<file path="config.mk">
export PLATFORM = sky130hd
export DESIGN_NAME = cam_alloc_controller
export DESIGN_NICKNAME = d
export VERILOG_FILES = /design/src/rtl/cam_alloc_controller.sv
export SDC_FILE = /design/constraint.sdc
export NUM_CORES = 2
export LEC_CHECK = 0
export BUFFER_PORTS_ARGS = -buffer_cell sky130_fd_sc_hd__buf_2
export CAP_MARGIN = 10
export CORE_AREA = 2 2 278 280
export CTS_BUF_LIST = sky130_fd_sc_hd__clkbuf_4 sky130_fd_sc_hd__clkbuf_8 sky130_fd_sc_hd__clkbuf_16
export DETAILED_ROUTE_END_ITERATION = 8
export DIE_AREA = 0 0 280 282
export PLACE_DENSITY = 0.8
export SETUP_SLACK_MARGIN = 0.02
export SLEW_MARGIN = 20
export SYNTH_ARGS = -nofsm -noshare
export SYNTH_HDL_FRONTEND = slang
export SYNTH_SLANG_ARGS = --single-unit
</file>
<file path="constraint.sdc">
create_clock -name clk -period 44.7 [get_ports clk]
set_clock_uncertainty 0.2 [all_clocks]
set_input_delay 2.235 -clock clk [delete_from_list [all_inputs] [get_ports clk]]
set_output_delay 2.235 -clock clk [all_outputs]
set_load 0.1 [all_outputs]
</file>
<file path="src/rtl/cam_alloc_controller.sv">
// Requesting side of the dispatcher resource CAM: keeps the per-CU free-slot table,
// issues CAM searches for allocations and CAM writes for every table update.
module cam_alloc_controller #(
  parameter int CU_ID_WIDTH      = 6,
  parameter int NUMBER_CU        = 64,
  parameter int RES_ID_WIDTH     = 10,
  parameter int NUMBER_RES_SLOTS = 1024
) (
  input  logic                    clk,
  input  logic                    rst,
  input  logic                    alloc_valid_i,
  input  logic [RES_ID_WIDTH:0]   alloc_size_i,
  output logic                    alloc_ready_o,
  output logic                    alloc_done_o,
  output logic                    alloc_success_o,
  output logic [CU_ID_WIDTH-1:0]  alloc_cu_id_o,
  input  logic                    dealloc_valid_i,
  input  logic [CU_ID_WIDTH-1:0]  dealloc_cu_id_i,
  input  logic [RES_ID_WIDTH:0]   dealloc_size_i,
  output logic                    dealloc_ready_o,
  output logic                    dealloc_overflow_o,
  output logic                    res_search_en_o,
  output logic [RES_ID_WIDTH:0]   res_search_size_o,
  input  logic [NUMBER_CU-1:0]    res_search_out_i,
  output logic                    cam_wr_en_o,
  output logic [CU_ID_WIDTH-1:0]  cam_wr_addr_o,
  output logic [RES_ID_WIDTH:0]   cam_wr_data_o
);

  localparam logic [RES_ID_WIDTH:0] MAX_SLOTS = (RES_ID_WIDTH+1)'(NUMBER_RES_SLOTS);

  typedef enum logic [1:0] {
    ST_IDLE,
    ST_SEARCH,
    ST_EVAL,
    ST_DEALLOC
  } state_t;

  state_t                  state_q, state_d;
  logic [RES_ID_WIDTH:0]   size_q, size_d;
  logic [CU_ID_WIDTH-1:0]  cu_q, cu_d;
  logic                    search_en_q, search_en_d;
  logic [RES_ID_WIDTH:0]   search_size_q, search_size_d;
  logic                    done_q, done_d;
  logic                    success_q, success_d;
  logic [CU_ID_WIDTH-1:0]  cu_id_q, cu_id_d;
  logic                    wr_en_q, wr_en_d;
  logic [CU_ID_WIDTH-1:0]  wr_addr_q, wr_addr_d;
  logic [RES_ID_WIDTH:0]   wr_data_q, wr_data_d;
  logic                    ovf_q, ovf_d;

  logic [RES_ID_WIDTH:0]   tbl_q [NUMBER_CU];
  logic                    tbl_we;
  logic [CU_ID_WIDTH-1:0]  tbl_waddr;
  logic [RES_ID_WIDTH:0]   tbl_wdata;

  logic                    hit;
  logic [CU_ID_WIDTH-1:0]  hit_idx;
  logic [RES_ID_WIDTH+1:0] dealloc_sum;
  logic                    dealloc_clamp;

  // Lowest-index hitting CU wins: scan downward so the last assignment is the lowest bit.
  always_comb begin
    hit     = 1'b0;
    hit_idx = '0;
    for (int i = NUMBER_CU - 1; i >= 0; i--) begin
      if (res_search_out_i[i]) begin
        hit     = 1'b1;
        hit_idx = CU_ID_WIDTH'(i);
      end
    end
  end

  assign dealloc_sum   = {1'b0, tbl_q[cu_q]} + {1'b0, size_q};
  assign dealloc_clamp = dealloc_sum > {1'b0, MAX_SLOTS};

  always_comb begin
    state_d       = state_q;
    size_d        = size_q;
    cu_d          = cu_q;
    search_en_d   = 1'b0;
    search_size_d = '0;
    done_d        = 1'b0;
    success_d     = 1'b0;
    cu_id_d       = '0;
    wr_en_d       = 1'b0;
    wr_addr_d     = '0;
    wr_data_d     = '0;
    ovf_d         = 1'b0;
    tbl_we        = 1'b0;
    tbl_waddr     = '0;
    tbl_wdata     = '0;
    unique case (state_q)
      ST_IDLE: begin
        if (dealloc_valid_i) begin
          state_d = ST_DEALLOC;
          cu_d    = dealloc_cu_id_i;
          size_d  = dealloc_size_i;
        end else if (alloc_valid_i) begin
          state_d = ST_SEARCH;
          size_d  = alloc_size_i;
          // Oversized requests never reach the CAM; EVAL reports them as a miss.
          if (alloc_size_i <= MAX_SLOTS) begin
            search_en_d   = 1'b1;
            search_size_d = alloc_size_i;
          end
        end
      end
      ST_SEARCH: state_d = ST_EVAL;
      ST_EVAL: begin
        state_d = ST_IDLE;
        done_d  = 1'b1;
        if (hit && (size_q <= MAX_SLOTS)) begin
          success_d = 1'b1;
          cu_id_d   = hit_idx;
          wr_en_d   = 1'b1;
          wr_addr_d = hit_idx;
          wr_data_d = tbl_q[hit_idx] - size_q;
          tbl_we    = 1'b1;
          tbl_waddr = hit_idx;
          tbl_wdata = tbl_q[hit_idx] - size_q;
        end
      end
      ST_DEALLOC: begin
        state_d   = ST_IDLE;
        wr_en_d   = 1'b1;
        wr_addr_d = cu_q;
        wr_data_d = dealloc_clamp ? MAX_SLOTS : dealloc_sum[RES_ID_WIDTH:0];
        ovf_d     = dealloc_clamp;
        tbl_we    = 1'b1;
        tbl_waddr = cu_q;
        tbl_wdata = dealloc_clamp ? MAX_SLOTS : dealloc_sum[RES_ID_WIDTH:0];
      end
      default: state_d = ST_IDLE;
    endcase
  end

  always_ff @(posedge clk or posedge rst) begin
    if (rst) begin
      state_q       <= ST_IDLE;
      size_q        <= '0;
      cu_q          <= '0;
      search_en_q   <= 1'b0;
      search_size_q <= '0;
      done_q        <= 1'b0;
      success_q     <= 1'b0;
      cu_id_q       <= '0;
      wr_en_q       <= 1'b0;
      wr_addr_q     <= '0;
      wr_data_q     <= '0;
      ovf_q         <= 1'b0;
    end else begin
      state_q       <= state_d;
      size_q        <= size_d;
      cu_q          <= cu_d;
      search_en_q   <= search_en_d;
      search_size_q <= search_size_d;
      done_q        <= done_d;
      success_q     <= success_d;
      cu_id_q       <= cu_id_d;
      wr_en_q       <= wr_en_d;
      wr_addr_q     <= wr_addr_d;
      wr_data_q     <= wr_data_d;
      ovf_q         <= ovf_d;
    end
  end

  // Reset value mirrors the CAM's invalid state, which matches every search size.
  always_ff @(posedge clk or posedge rst) begin
    if (rst) begin
      for (int i = 0; i < NUMBER_CU; i++) tbl_q[i] <= MAX_SLOTS;
    end else if (tbl_we) begin
      tbl_q[tbl_waddr] <= tbl_wdata;
    end
  end

  assign alloc_ready_o      = (state_q == ST_IDLE) && !dealloc_valid_i;
  assign dealloc_ready_o    = (state_q == ST_IDLE);
  assign alloc_done_o       = done_q;
  assign alloc_success_o    = success_q;
  assign alloc_cu_id_o      = cu_id_q;
  assign dealloc_overflow_o = ovf_q;
  assign res_search_en_o    = search_en_q;
  assign res_search_size_o  = search_size_q;
  assign cam_wr_en_o        = wr_en_q;
  assign cam_wr_addr_o      = wr_addr_q;
  assign cam_wr_data_o      = wr_data_q;

endmodule

</file>
---- Word level (Yosys, flattened, before mapping) ----
Cells that the tools add are included.
W data, S select, Z words.
cells by class
  muxes and demuxes ....................... 161
  $add $sub $neg .......................... 2
  order comparisons ....................... 7
  equal/unequal tests ..................... 4
  shifts and indexed selects .............. 0
  reductions and logical operators ........ 9
  div/mod/pow operators ................... 0
  bitwise logic cells ..................... 3
  $mul .................................... 0
operator list
  cell                    count
  $bwmux W704             1
  $mux W6                 66
  $mux W11                13
  $bmux W11 S6            2
  $mux W1                 72
  $demux W11 S6           1
  $le A11 B11 Y1 const B  2
  $pmux W11 S2            1
  $ge A7 B7 Y1 const B    3
  $not A6 Y7              3
  $add A11 B11 Y12        1
  $gt A12 B11 Y1 const B  1
  $pmux W6 S2             1
  $sub A11 B11 Y11        1
  $lt A7 B1 Y1 const B    1
  $pmux W2 S3             1
  $eq A2 B2 Y1 const B    2
  $mux W2                 2
  $reduce_and A2 Y1       2
  $logic_and A1 B1 Y1     3
  $ne A3 B3 Y1 const B    1
  $eq A2 B1 Y1 const B    1
  $logic_not A2 Y1        1
  $pmux W1 S2             1
  other kinds (3)         3
storage, ports and cells
  bits in registers ....................... 762
  memories ................................ 0
  memory bits (read-only) ................. 0
  output and inout bits ................... 41
  latch bits .............................. 0
  input port bits ......................... 96
  bits in writable memories ............... 0

---- Logic depth before layout (Yosys ltp) ----
  word-level depth ........................ 73
  mapped depth ............................ 33

---- Worst setup path before layout ----
Ideal clock, no wire load.
  path type ............................... input-to-reg
  start point ............................. input port res_search_out_i[25]
  end point ............................... register tbl_q[109] in the netlist's numbering
  buffers on the path ..................... 7
  required time ........................... 44418 ps
  cell stages on the path ................. 32
  setup time .............................. 82 ps
  slack ................................... 36504 ps
  arrival time ............................ 7914 ps
  cells stage by stage .................... nor4_1 o31a_1 o211ai_1 a2111o_1 nor2_2 buf_2 buf_2 buf_2 buf_1 buf_1 nand2_1 nand3_1 nand3_1 a31o_2 a21oi_1 o21ai_0 ha_1 fa_1 nor2b_1 o21ai_0 nand2b_1 a21oi_1 o21bai_1 a31oi_1 o21bai_1 a21oi_1 xnor2_1 or3_1 a31o_2 buf_6 buf_6 mux2_2
between the ends
  cells in the longest elaborated chain, start to end .. 35
ends and longest elaborated chain
  what                                              line  RTL
  start, declared                                   24    input logic [NUMBER_CU-1:0] res_search_out_i,
  branches (longest 35 deep; another with $mux W6)  -
  end signal, assigned by index                     173   tbl_q[tbl_waddr] <= tbl_wdata;
  end, declared                                     52    logic [RES_ID_WIDTH:0] tbl_q [NUMBER_CU];
Several ways; the timed one is not identified. The select of a mux whose other input is x is not followed.
A chain may end at the register's enable or synchronous reset.

---- Final worst setup path ----
  start point ............................. input port res_search_out_i[7]
  end point ............................... register tbl_q[428] in the netlist's numbering
between the ends
  cells in the longest elaborated chain, start to end .. 17
ends and longest elaborated chain
  what
  branches (longest 17 deep; another with $bmux W11 S6)
Several ways; the timed one is not identified. The select of a mux whose other input is x is not followed.

==> qor.yml <==
run_status:
  outcome: "finished, final reports clean"
sta:
  period_needed_ps: 10640
  max_slew.worst_pin.slew_ps: 1294
  finalMaxSlewViolations: 0
  fin_crit_sh_pct: 23.81
  fin_setup_tns_ps: 0
  finalHoldViolCount: 0
  fmaxAchievable_mhz: 93.98
  relSlewSlack_pct: 13.18
  grt_setup_unrepaired: "no"
  setup_viol: 0
logic_synthesis:
  synthesis.yosys.warnings: 0
  ys_ff_latch: 762
  synthesis.nets: 4676
  synthFlopType: "dfrtp_1"
  synth_edf_count: 0
  async_flop_share_pct: 100.0
  syn-cell-area_um2: 41530
  syn_area_per_cell_um2: 9.114
  yosysSeqAreaShare_pct: 46.11
  ys_types: 73
  netlist_instances: 4557
final_layout:
  fillers: 6099
  fin_nets: 4581
  final_cell_mix: "850 x nand2_1, 694 x dfrtp_1, 576 x nor2_1"
  syn2layout_area_growth_pct: 10.05
  layout_commonest_cell: "nand2_1"
  drive_gt1_share_pct: 17.70
clocking:
  clock_sinks: 762
  clk_root_buffer_cell: "clkbuf_16"
  clk_path_buf_depth: 3
  cts.reportedPaths.clkPinSlew_ps: 60
  cts_buffers: 79
  htree_levels: 3
  postCtsSetupBuffers: 0
  insertion_delay_ps: 650
  cts_hold_buffers: 0
  cts_tree: "yes"
  post_cts_resized: 0
setup_path:
  reg2reg_slack_ps: 35090
  crit_arrival_ps: 11010
  endpoint_kind: "flop"
  setup.worst_path.start_class: "input port"
  r2r_start: "cu_q[0]"
  worstSetupStartpoint: "res_search_out_i[7]"
  worst_path_max_delay_cell: "buf_4"
  worstSetupPathType: "in -> reg"
  cpPeakStageDelay_ps: 850
  critPathRequiredTime_ps: 45070
  crit_fanout: 82
power_and_ir_drop:
  internal-power_w: 0.001489
  combPwrFrac_pct: 34.1
  seqPwrFrac_pct: 36.5
  p_leak_nw: 19.99
  power.density_nw_per_um2: 52.78
  irDropWorstVdd_mv: 0.05224
  p_sw_share_pct: 38.26
  p_clk_share_pct: 29.4
  total_power_w: 0.002412
  p_switching_w: 0.0009229
detailed_routing:
  drc_errors: 0
  vias_per_cell: 6.680
  wl_per_cell_um: 25.07
  drt_pre_antenna_iters: 8
  num_vias: 36776
  routed_wl_mm: 138.0
  initialDrtViolationCount: 5227
  ant_nets: 0
grt:
  track_usage_pct: 35.20
  grt_pass1_wl_mm: 210.8
  overflow: 0
  antenna_found_initial: 9
  first_global_vias: 35321
  grt_max_degree: 163
place:
  place.gp.congestion: 0.9775
  detailed_place_hpwl_mm: 84.68
  numPortBuffers: 136
floorplanning:
  start_util_pct: 54.87
  coreArea_um2: 75700
  fp.dieH_um: 282
  io_pins: 137
  dieArea_um2: 78960
  die_w_um: 280
  row_count: 101
hold_path:
  worst_hold_path_type: "reg -> reg"
  hold_start: "tbl_q[272]"
flow_run:
  max-cap-violations: 0
[stage by stage]
| step | instances | setup slack [ps] | cell area, um^2 | utilization [%] | hold WS, ps |
|---|---|---|---|---|---|
| finish | 5505 | 34060 | 45710 | 60.38 | 304.5 |
| global route | 5504 | 33580 | 45700 | 60.38 | 334.3 |
| CTS | 5501 | 34140 | 45610 | 60.26 | 304.6 |
| detailed placement | 5356 | 33560 | 42810 | 56.55 | 290.8 |
| global placement | 5356 | 33740 | 42810 | 56.55 | 279.1 |
| floorplan | 4557 | 20980 | 41530 | - | 266.1 |
[synth_stat cells, drive strengths merged (18+ instances only)]
| library cell | n | share of area (%) |
|---|---|---|
| nor2 | 581 | 5.3 |
| ha | 21 | 0.63 |
| and2 | 18 | 0.27 |
| nand3 | 470 | 5.7 |
| and3 | 40 | 0.60 |
| nor3 | 24 | 0.29 |
| a21oi | 525 | 6.3 |
| nand2 | 851 | 7.7 |
| clkbuf | 322 | 2.9 |
| dfstp | 64 | 4.0 |
| mux2 | 78 | 2.1 |
| a311oi | 47 | 0.99 |
| mux4 | 232 | 13 |
| dfrtp | 698 | 42 |
| a31oi | 23 | 0.35 |
| o21ai | 188 | 2.3 |
| buf | 94 | 1.1 |
| inv | 50 | 0.45 |
[cell families after synthesis]
family | share of synthesized area, %
and+or+nand+nor | 21.15
buffers and inverters | 4.435
DFF | 46.11
xor gates and xnor gates | 0.3163
muxes | 15.01
adders and majority gates | 0.7291
AOI/OAI and AO/OA | 12.26
[state kept, by name, indices dropped and copies added, names as in the netlist, 2 cells and up]
register           flops
cam_wr_addr_o          6
res_search_size_o     11
tbl_q                704
cam_wr_data_o         11
cu_q                   6
size_q                11
alloc_cu_id_o          6
state_q                2
[per-layer routing]
layer	vias to the layer above	GRT usage, %	routed length (um)
met1	17660	45.52	49610
met5	-	0	125
li1	15800	-	-
met3	582	10.24	17880
met2	2716	51.25	60020
met4	18	24.56	10360
[power groups by stage]
stage | combinational (W) | sequential [W] | clock, W
finish | 0.000822 | 0.000880 | 0.000710
global route | 0.000872 | 0.000890 | 0.000741
CTS | 0.000798 | 0.000875 | 0.000714
detailed placement | 0.000794 | 0.000886 | 0
global placement | 0.000782 | 0.000882 | 0
floorplan | 0.000549 | 0.000890 | 0
[final cells by class]
cell class / instances / area (um^2) / share of cell area (%)
multi-input combinational: 3329 / 20760 / 45.41
sequential: 762 / 19160 / 41.92
clock buffer: 113 / 2361 / 5.166
timing repair buffer: 240 / 1563 / 3.419
tap: 978 / 1224 / 2.677
clock inverter: 32 / 442.9 / 0.9691
inverter: 50 / 195.2 / 0.4270
antenna: 1 / 2.502 / 0.005475
[critical path: cells and delay by family]
family	cells	cell delay, ps
buffers and inverters	5	2720
AO/OA/AOI/OAI	13	2610
AND/OR/NAND/NOR	8	2140
adder cells (fa/ha/maj)	2	690
multiplexers	1	360
XOR/XNOR	1	140
[final timing paths]
path,depth (start not counted),end
setup / recovery,30,tbl_q[428]
hold / removal,2,tbl_q[272]
setup reg to reg,22,tbl_q[257]
hold reg to reg,2,tbl_q[272]
max in group asynchronous,4,tbl_q[374]
min in group asynchronous,2,tbl_q[20]
(Power assumes the default switching activity.)
